## src/rtl/mem_arbiter.sv

```systemverilog
// Two-master, one-slave round-robin bus arbiter with per-master request
// capture and a BUSY-cycle watchdog that aborts transactions the slave
// never acknowledges.
module mem_arbiter #(
    parameter int TIMEOUT = 255
) (
    input  logic        i_clk,
    input  logic        i_rst,
    input  logic [31:0] i_m0_addr,
    input  logic        i_m0_stb,
    input  logic [3:0]  i_m0_we,
    input  logic [31:0] i_m0_dat_w,
    output logic        o_m0_ack,
    output logic        o_m0_err,
    input  logic [31:0] i_m1_addr,
    input  logic        i_m1_stb,
    input  logic [3:0]  i_m1_we,
    input  logic [31:0] i_m1_dat_w,
    output logic        o_m1_ack,
    output logic        o_m1_err,
    output logic [31:0] o_s_addr,
    output logic        o_s_stb,
    output logic [3:0]  o_s_we,
    output logic [31:0] o_s_dat_w,
    input  logic        i_s_ack,
    input  logic [31:0] i_s_dat_r,
    output logic [31:0] o_m_dat_r
);
    typedef enum logic {IDLE, BUSY} state_t;

    state_t      state;
    logic [1:0]  pend;
    logic [1:0]  pend_eff;
    logic [31:0] cap_addr [2];
    logic [3:0]  cap_we   [2];
    logic [31:0] cap_dat  [2];
    logic [31:0] in_addr  [2];
    logic [3:0]  in_we    [2];
    logic [31:0] in_dat   [2];
    logic [1:0]  in_stb;
    logic        gnt;
    logic        last;
    logic        pick;
    logic [7:0]  cnt;
    logic        tmo;
    logic        done;

    assign in_stb     = {i_m1_stb, i_m0_stb};
    assign in_addr[0] = i_m0_addr;
    assign in_addr[1] = i_m1_addr;
    assign in_we[0]   = i_m0_we;
    assign in_we[1]   = i_m1_we;
    assign in_dat[0]  = i_m0_dat_w;
    assign in_dat[1]  = i_m1_dat_w;

    // Watchdog fires on the TIMEOUT-th BUSY cycle (counter is 0 on the first)
    assign tmo  = (state == BUSY) && (({1'b0, cnt} + 9'd1) == 9'(TIMEOUT));
    // A slave ack wins over a coincident timeout; reset suppresses completion
    assign done = (state == BUSY) && !i_rst && (i_s_ack || tmo);

    assign o_m0_ack  = done && !gnt;
    assign o_m1_ack  = done && gnt;
    assign o_m0_err  = o_m0_ack && !i_s_ack;
    assign o_m1_err  = o_m1_ack && !i_s_ack;
    assign o_m_dat_r = i_s_dat_r;

    // Round-robin: on a tie the master not granted last time wins
    assign pick = (&pend) ? ~last : pend[1];

    // Pending view after this cycle's completion, so the finishing master can re-request at once
    always_comb begin
        pend_eff = pend;
        if (done) pend_eff[gnt] = 1'b0;
    end

    // Pending flags: set by an accepted stb, cleared on completion or reset
    always_ff @(posedge i_clk) begin
        if (i_rst) begin
            pend <= 2'b00;
        end else begin
            for (int m = 0; m < 2; m++) begin
                pend[m] <= pend_eff[m] | in_stb[m];
            end
        end
    end

    // Request capture; an stb while still pending is dropped
    always_ff @(posedge i_clk) begin
        for (int m = 0; m < 2; m++) begin
            if (in_stb[m] && !pend_eff[m]) begin
                cap_addr[m] <= in_addr[m];
                cap_we[m]   <= in_we[m];
                cap_dat[m]  <= in_dat[m];
            end
        end
    end

    // Arbitration FSM with registered slave-side request outputs
    always_ff @(posedge i_clk) begin
        if (i_rst) begin
            state     <= IDLE;
            cnt       <= 8'd0;
            last      <= 1'b1;
            gnt       <= 1'b0;
            o_s_stb   <= 1'b0;
            o_s_we    <= 4'd0;
            o_s_addr  <= 32'd0;
            o_s_dat_w <= 32'd0;
        end else begin
            o_s_stb <= 1'b0;
            o_s_we  <= 4'd0;
            case (state)
                IDLE: begin
                    if (|pend) begin
                        gnt       <= pick;
                        o_s_stb   <= 1'b1;
                        o_s_we    <= cap_we[pick];
                        o_s_addr  <= cap_addr[pick];
                        o_s_dat_w <= cap_dat[pick];
                        cnt       <= 8'd0;
                        state     <= BUSY;
                    end
                end
                BUSY: begin
                    if (done) begin
                        last  <= gnt;
                        state <= IDLE;
                    end else begin
                        cnt <= cnt + 8'd1;
                    end
                end
            endcase
        end
    end
endmodule
```

## config.mk

```make
export PLATFORM = sky130hd
export DESIGN_NAME = mem_arbiter
export DESIGN_NICKNAME = d
export VERILOG_FILES = /design/src/rtl/mem_arbiter.sv
export SDC_FILE = /design/constraint.sdc
export NUM_CORES = 1
export LEC_CHECK = 0
export ABC_AREA = 1
export CELL_PAD_IN_SITES_DETAIL_PLACEMENT = 0
export CELL_PAD_IN_SITES_GLOBAL_PLACEMENT = 1
export CORE_ASPECT_RATIO = 0.5
export CORE_MARGIN = 10
export CORE_UTILIZATION = 32
export DETAILED_ROUTE_END_ITERATION = 16
export DONT_BUFFER_PORTS = 1
export HOLD_SLACK_MARGIN = 0.08
export PLACE_DENSITY = 0.65
export SYNTH_ARGS = -nofsm -noshare
export SYNTH_HDL_FRONTEND = slang
export SYNTH_SLANG_ARGS = --single-unit
export TNS_END_PERCENT = 5
```

## constraint.sdc

```tcl
create_clock -name i_clk -period 10.05 [get_ports i_clk]
set_input_delay 1.005 -clock i_clk [delete_from_list [all_inputs] [get_ports i_clk]]
set_output_delay 1.005 -clock i_clk [all_outputs]
set_load 0.05 [all_outputs]
```

==> impl_metrics.ini <==
[floorplan]
fp.dieH_um = 131
ios = 278
core_area_um2 = 24100
dieArea_um2 = 31700
die_x_um = 242
start_util_pct = 32.7
rows = 40

[routing]
drt-wirelength-per-cell_um = 20.3
viasPerCell = 4.70
drt_pass1_iterations = 5
drcViolationCount = 0
initialDrtViolationCount = 279
ant_nets = 0
drt-total-wl_mm = 19.8
vias = 4585

[place]
portBuffers = 0
dpl.hpwl_mm = 13.0
place.gp.congestion = 0.817

[yosys]
synth_top_area_share_pct = 51.9
synth-seq-area-share_pct = 72.7
synth_top_area_cell = edfxtp_1
synth_flop_cell = edfxtp_1
postSynthAreaPerCell_um2 = 11.9
synth_edf_count = 136
syn-num-nets = 836
synth_area_leaders = edfxtp_1 52%, dfxtp_1 21%, nand2_1 8.0%, a31oi_1 5.1%, o21ai_0 4.1%
postSynth.asyncResetShare_pct = 0
ys_ff_latch = 218
synth_area_um2 = 7880
synth_cell_types = 24
yosys_warnings = 0
postSynthCellCount = 661

[layout]
mostFrequentLayoutCells = 167 x nand2_1, 136 x edfxtp_1, 82 x dfxtp_1
layout_commonest_cell = nand2_1
nets = 797
layout-area-overhead-vs-synth_pct = 10.8
layout-drive-gt1-share_pct = 9.11

[global_route]
grt_max_degree = 77
grt_pass1_vias = 4230
grt_usage_pct = 11.7
antenna_found_initial = 4
overflow = 0
grt_pass1_wl_mm = 28.4

[cts]
cts_made_buffers = 21
cts_buffer_depth = 3
clock_sinks = 218
clk_pin_slew_ns = 0.07
tritoncts = done
cts_resized = 0
clockRootBuffer = clkbuf_16
htree_num_levels = 1
ctsHoldBuffers = 0
cts_setup_buffers = 0
clk_latency_ns = 0.51

[setup_path]
r2r_slack_ns = 7.18
path_class = flop to output port
worst_path_dominant_cell_family = simple AND/OR/NAND/NOR gates
crit_chain = ha_1 > nand3_1 > o21bai_1 > nand2_1 > nor2_2 > nand3_2 > nand2_4 > nand3_1 > inv_1 > nand2_1 > inv_1
cp.arrival_ns = 2.86
cp.required_ns = 9.05
slowest_delay_ns = 0.44
cp-end-kind = output port
crit_fanout = 5
slowest_stage = inv_1
cp_num_buf_inv = 2
start_kind = flop

[job]
max_cap_violations = 0

[worst_hold_path]
min_path_type = flop to flop

[sta]
rsz0062_at_grt = no
maxClockFrequency_mhz = 259
slew_violations = 0
fin_skew_ns = 0.0236
period_share_pct = 38.4
min_period_ns = 3.86
hold_violations = 0
setup_violations = 0
slew_headroom_pct = 26.9
tns_ns = 0
tightest_slew_ns = 1.09

[pwr]
intPower_mw = 1.53
pwr-share-clk_pct = 39.3
ir_drop_mv = 0.121
power_frac_comb_pct = 5.4
p_switching_mw = 0.578
p_per_area_nw_per_um2 = 241
total_power_mw = 2.11
switching_share_pct = 27.4
p_leak_nw = 3.09
power_frac_seq_pct = 55.3

[outcome]
status = complete, no violations
-- layer usage --
layer	global-route usage, %	wire length, µm
met1	13.2	7640
met2	21.5	10700
met3	2.84	1020
met4	4.26	464
met5	0	0
-- path summary, 6_finish.rpt --
kind / start / endpoint / cells past startpoint
worst min-delay path: cnt[7] / cnt[7] / 2
worst min register to register: cnt[7] / cnt[7] / 2
worst max-delay path: cnt[1] / o_m1_err / 11
worst max register to register: cnt[1] / cap_we[1][0] / 10
-- power groups by stage --
stage	Combinational, mW	Sequential [mW]	Clock, mW
after floorplan	0.121	1.17	0
after global placement	0.113	1.19	0
after detailed placement	0.115	1.19	0
after CTS	0.116	1.17	0.846
after global routing	0.130	1.17	0.884
final	0.114	1.17	0.827
-- cell type report --
class	instances	area, µm²
clock buffer	23	543
timing repair buffer	7	52.6
inverter	21	78.8
fill	2337	15400
multi-input combinational	353	1720
tap	336	420
antenna	3	7.51
sequential	218	5730
clock inverter	15	183
-- worst reg2reg max path: stages, from the launching register on --
cell      delay [ns]
dfxtp_1         0.40
ha_1            0.21
nand3_1         0.11
o21bai_1        0.16
nand2_1         0.10
nor2_2          0.12
nand3_2         0.09
nand2_4         0.09
nand3_1         0.22
a21oi_4         0.18
buf_4           0.73
-- metrics by stage --
step                      hold WS, ns  cells  utilization [%]  instance area (µm²)  setup slack [ns]
after floorplan                 0.429    661                -                 7880              4.83
after global placement          0.448    935             33.1                 7990              6.66
after detailed placement        0.470    935             33.1                 7990              6.62
after CTS                       0.481    973             36.1                 8720              6.16
after global routing            0.500    975             36.2                 8720              5.94
final                           0.475    976             36.2                 8730              6.19
-- state kept, by name, indices dropped and copies added (netlist names) --
signal	cells
last	1
gnt	1
o_s_addr	32
o_s_we	4
cap_addr	64
cap_we	8
pend	2
cap_dat	64
o_s_stb	1
cnt	8
state	1
o_s_dat_w	32
-- logic make-up after synthesis --
family	Yosys count	share of synthesized area, %
DFF	218	72.7
and+or+nand+nor	204	10.6
AOI/OAI and AO/OA	146	10.4
buffers and inverters	90	5.94
adders and majority gates	2	0.318
xor gates and xnor gates	1	0.111
-- cell usage after synthesis, types with 2 or more instances --
master	number
a21oi_1	16
a31oi_1	64
buf_1	3
buf_2	4
buf_4	32
clkbuf_1	29
dfxtp_1	82
edfxtp_1	136
ha_1	2
inv_1	20
nand2_1	168
nand2_4	2
nand3_1	17
nor2_1	12
nor2_2	2
o21ai_0	64
No activity file was read; power rests on OpenSTA's default activity.
==> edit 1, RTL diff (same settings) <==
Reset style: asynchronous (`i_rst`), changed in 2 clocked blocks.
--- a/src/rtl/mem_arbiter.sv
+++ b/src/rtl/mem_arbiter.sv
@@ -75,5 +75,5 @@
 
     // Pending flags: set by an accepted stb, cleared on completion or reset
-    always_ff @(posedge i_clk) begin
+    always_ff @(posedge i_clk or posedge i_rst) begin
         if (i_rst) begin
             pend <= 2'b00;
@@ -97,5 +97,5 @@
 
     // Arbitration FSM with registered slave-side request outputs
-    always_ff @(posedge i_clk) begin
+    always_ff @(posedge i_clk or posedge i_rst) begin
         if (i_rst) begin
             state     <= IDLE;
Function: differs if i_rst is asserted again (counterexample within 4 cycles, from zero or initial values and one cycle with i_rst high); with i_rst held inactive, the same outputs for 4 cycles.
==> edit 1 against the original RTL <==
  * Sequential cell count is the same
  * Design area grew 2.5%
  * Synthesized area grew 3.1%
  * Wire length grew 8.3%
  * Setup slack lost 0.019 ns
  * Count of clock-buffer cells in the layout grew 4
Power is not compared: it rests on default switching activity, and its combinational part moved more than twofold at a synthesized area within 25%.
==> edit 1: results (changes against the original RTL) <==
* Grt met1 use at 0.139 (+0.00776)
* Fin crit share at 0.386 (+0.00191)
* Reg-to-reg setup timing slack at 6.79 ns (-0.39 ns)
* Average vias per placed instance at 4.72 (+0.45%)
* Share of cells above drive strength 1 at 0.0797 (-0.0113)
* Multi-Input Combinational at 346 (-2.0%)
* Largest cells by area after synthesis: sky130_fd_sc_hd__edfxtp_1 50%, sky130_fd_sc_hd__dfrtp_1 25%, sky130_fd_sc_hd__o21ai_0 8.1%
* Post-detail-place hpwl at 13700 µm (+5.3%)
* Gp weighted congestion at 0.765 (-6.5%)
* Routed length on met2 at 11700 µm (+9.0%)
* FFs w/ async S/R, synth at 0.376 (+0.376)
* Final Routed Wirelength at 21500 µm (+8.3%)
* Critical R2R Capture: cap_addr[0][3]$_DFFE_PP_
* Post-route cell area at 0.00894 mm² (+2.5%)
* Number of nets at the end of the flow at 786 (-1.4%)
* Outcome: completed
* Highest cell delay on the worst timing path at 0.42 ns (-0.02 ns)
* Setup crit start: cnt[1]$_DFFE_PP0P_
* Filler Cells Inserted at 2390 (+2.3%)
* Share of final layout cell area taken by clock buffers and inverters at 0.0750 (-0.00819)
* Slowest library cell on the worst path: sky130_fd_sc_hd__dfrtp_1
* Worst hold slack after final layout at 0.465 ns (-0.00969 ns)
* Min-Delay Endpoint: last$_DFFE_PP1P_
* Syn_nets at 818 (-2.2%)
* Layout Skew at 0.0125 ns (-0.0111 ns)
* Met2 Track Usage GR at 0.235 (+0.0197)
* Pin count of the biggest net entering global routing at 75 (-2.6%)
* Pre-CTS worst setup slack at 6.69 ns (+0.0662 ns)
[edit 1: changes by cell type in the layout (fill, tap and decap cells not counted), sizes merged, moves of 3 or more]
cell and delta:
dfrtp +81, nor2 +67, dfxtp -82, a31oi -64, nand4 +4, a21oi -15
inv -6, bufinv -3, nand2 -72, o21ai +70, clkbuf +4
[edit 1: worst max-delay path, delay by kind of cell, from the launching register on]
family,cells,cell delay (ns)
fa+ha+maj,1,0.23
buf+inv,2,0.76
simple gates,6,0.75
flops,1,0.42
xor+xnor,1,0.21
[edit 1: where the power goes]
group	switching (mW)	leakage, nW	internal, mW
logic	0.384	0.756	0.142
registers	0.658	2.24	1.17
clock network	0.337	0.321	0.425
[edit 1: cells by family after synthesis]
group / after synthesis / share of synthesized area
compound gates: 137 / 0.0847
simple gates: 206 / 0.102
xor+xnor: 1 / 0.00108
fa+ha+maj: 2 / 0.00308
buf+inv: 79 / 0.0536
flops: 218 / 0.755
==> edit 2, RTL diff (config.mk and constraints unchanged) <==
Without the edit above. The parameter `TIMEOUT` goes from 255 to 128.
--- a/src/rtl/mem_arbiter.sv
+++ b/src/rtl/mem_arbiter.sv
@@ -3,5 +3,5 @@
 // never acknowledges.
 module mem_arbiter #(
-    parameter int TIMEOUT = 255
+    parameter int TIMEOUT = 128
 ) (
     input  logic        i_clk,
Behaviour: same outputs for any inputs over 4 cycles, from zero or initial values and one cycle with i_rst high; that may be too few to reach the edited logic, so the function may still have changed.
==> edit 2 against the original RTL <==
  * Setup slack worse by 0.076 ns
  * Synthesized area increased by 0.19%
  * Total power about the same
  * Sequential share of layout area shrank 0.12 points
  * Sequential cell count unchanged
  * Clock power about the same
  * Wire length rose by 3.8%
  * Design area increased by 0.19%
  * Largest cell class unchanged
==> edit 2: results (changes against the original RTL) <==
* Non-clk invs at 24 (+14%)
* Average vias per placed instance at 4.76 (+1.4%)
* Maximum fanout count along the critical path at 4 (-1)
* Final Routed Wirelength at 20600 µm (+3.8%)
* Via count of the first global-routing pass at 4391 (+3.8%)
* Count of placed standard cells including taps at 936 (+0.11%)
* Number of nets at the end of the flow at 798 (+0.13%)
* Total power consumption of the routed design at 2.10 mW (about the same)
* Filler Cells Inserted at 2368 (+1.3%)
* Outcome: completed
* Hold_sp: last$_SDFFE_PP1P_
* Data arrival time of the critical path at 2.93 ns (+0.07 ns)
* Grt met1 use at 0.132 (+0.000394)
* Gate count of the mapped netlist at 662 (+0.15%)
* Layout clock buffers at 33 (+43%)
* Layout Skew at 0.0115 ns (-0.0121 ns)
* Share of cells above drive strength 1 at 0.0875 (-0.00355)
* Count of final hold-check violations at 0 (unchanged)
* Most used standard cells in the synthesized netlist: 169 x sky130_fd_sc_hd__nand2_1, 136 x sky130_fd_sc_hd__edfxtp_1, 82 x sky130_fd_sc_hd__dfxtp_1, 65 x sky130_fd_sc_hd__o21ai_0, 64 x sky130_fd_sc_hd__a31oi_1
* Final core utilization at 0.362 (+0.000674)
* Gp weighted congestion at 0.762 (-6.8%)
* First-pass GRT wire length at 29300 µm (+3.1%)
* Worst VDD drop at 0.000115 V (-5.3%)
* Sequential group share of total power at 0.554 (about the same)
* Non-clock buffering overhead at 0.00601 (-0.0000112)
* Met3 demand-to-capacity share in global routing at 0.0359 (+0.00750)
* Number of iterations in the first detailed-routing pass at 4 (-1)
* Count of input and output buffers at 0 (unchanged)
* Global-route usage over all layers at 0.122 (+0.00489)
* Share of final layout cell area taken by clock buffers and inverters at 0.0840 (+0.000847)
* Headroom to the max-slew limit at 0.311 (+0.0426)
* Largest cells by area after synthesis: sky130_fd_sc_hd__edfxtp_1 52%, sky130_fd_sc_hd__dfxtp_1 21%, sky130_fd_sc_hd__nand2_1 8.0%
* Reg-to-reg setup timing slack at 7.11 ns (-0.07 ns)
* Buffers, non-clock at 7 (unchanged)
* Distinct cell type count after synthesis at 26 (+8.3%)
* Area of combinational cells with multiple inputs at 0.00171 mm² (-0.36%)
* Number of clock buffers inserted by TritonCTS at 22 (+4.8%)
* Worst hold slack after final layout at 0.455 ns (-0.0199 ns)
* Pin count of the biggest net entering global routing at 74 (-3.9%)
* Pre-CTS worst setup slack at 6.47 ns (-0.157 ns)
* Worst R2R Start: cnt[0]$_SDFFE_PP0P_
* Sequential area share after synthesis at 0.726 (-0.00138)
* Met2 Track Usage GR at 0.227 (+0.0112)
* Sequential cell area share at 0.655 (-0.00122)
* Post-detail-place hpwl at 13500 µm (+3.5%)
* Min-Delay Endpoint: last$_SDFFE_PP1P_
* Switching Power at 563 µW (-2.6%)
* Crit path time final at 3.94 ns (+0.0755 ns)
* Multi-Input Combinational at 351 (-0.57%)
* Detail-routed net length per standard cell at 21.0 µm (+3.4%)
* Antenna cell count at 4 (+1)
* Leakage at 3.11 nW (+0.74%)
* Antenna violations before repair at 6 (+2)
* Critical R2R Capture: cap_dat[1][2]$_DFFE_PP_
* Cell area after placement at 0.00800 mm² (about the same)
==> edit 2: cell types whose count changed after synthesis, sizes merged <==
cell / change
ha: -1
nand4: +1
dlygate4sd1: -1
xor2: -1
nor2: -3
buf: -1
o21ai: +2
a21oi: -1
dlygate4sd3: +1
clkbuf: +1
nand2: +1
inv: +3
==> edit 2: cells by family (layout without fill, tap and decap cells) <==
logic type / after synthesis / after routing / share of synthesized area
and+or+nand+nor: 203 / 203 / 0.107
adders and majority gates: 1 / 1 / 0.00159
other: 0 / 4 / 0
DFF: 218 / 218 / 0.726
buffers and inverters: 93 / 71 / 0.0620
AOI/OAI and AO/OA: 147 / 147 / 0.104
==> edit 2: worst min-delay path, cell delays in order (launching register included) <==
cell	delay, ns
sky130_fd_sc_hd__dfxtp_1	0.32
sky130_fd_sc_hd__nand2_1	0.05
sky130_fd_sc_hd__nand3_1	0.05
==> edit 2: routing by layer <==
layer	routed length (µm)	up-vias
met2	11300	111
met3	1060	55
met1	7750	2268
met5	27	-
li1	-	2228
met4	448	4
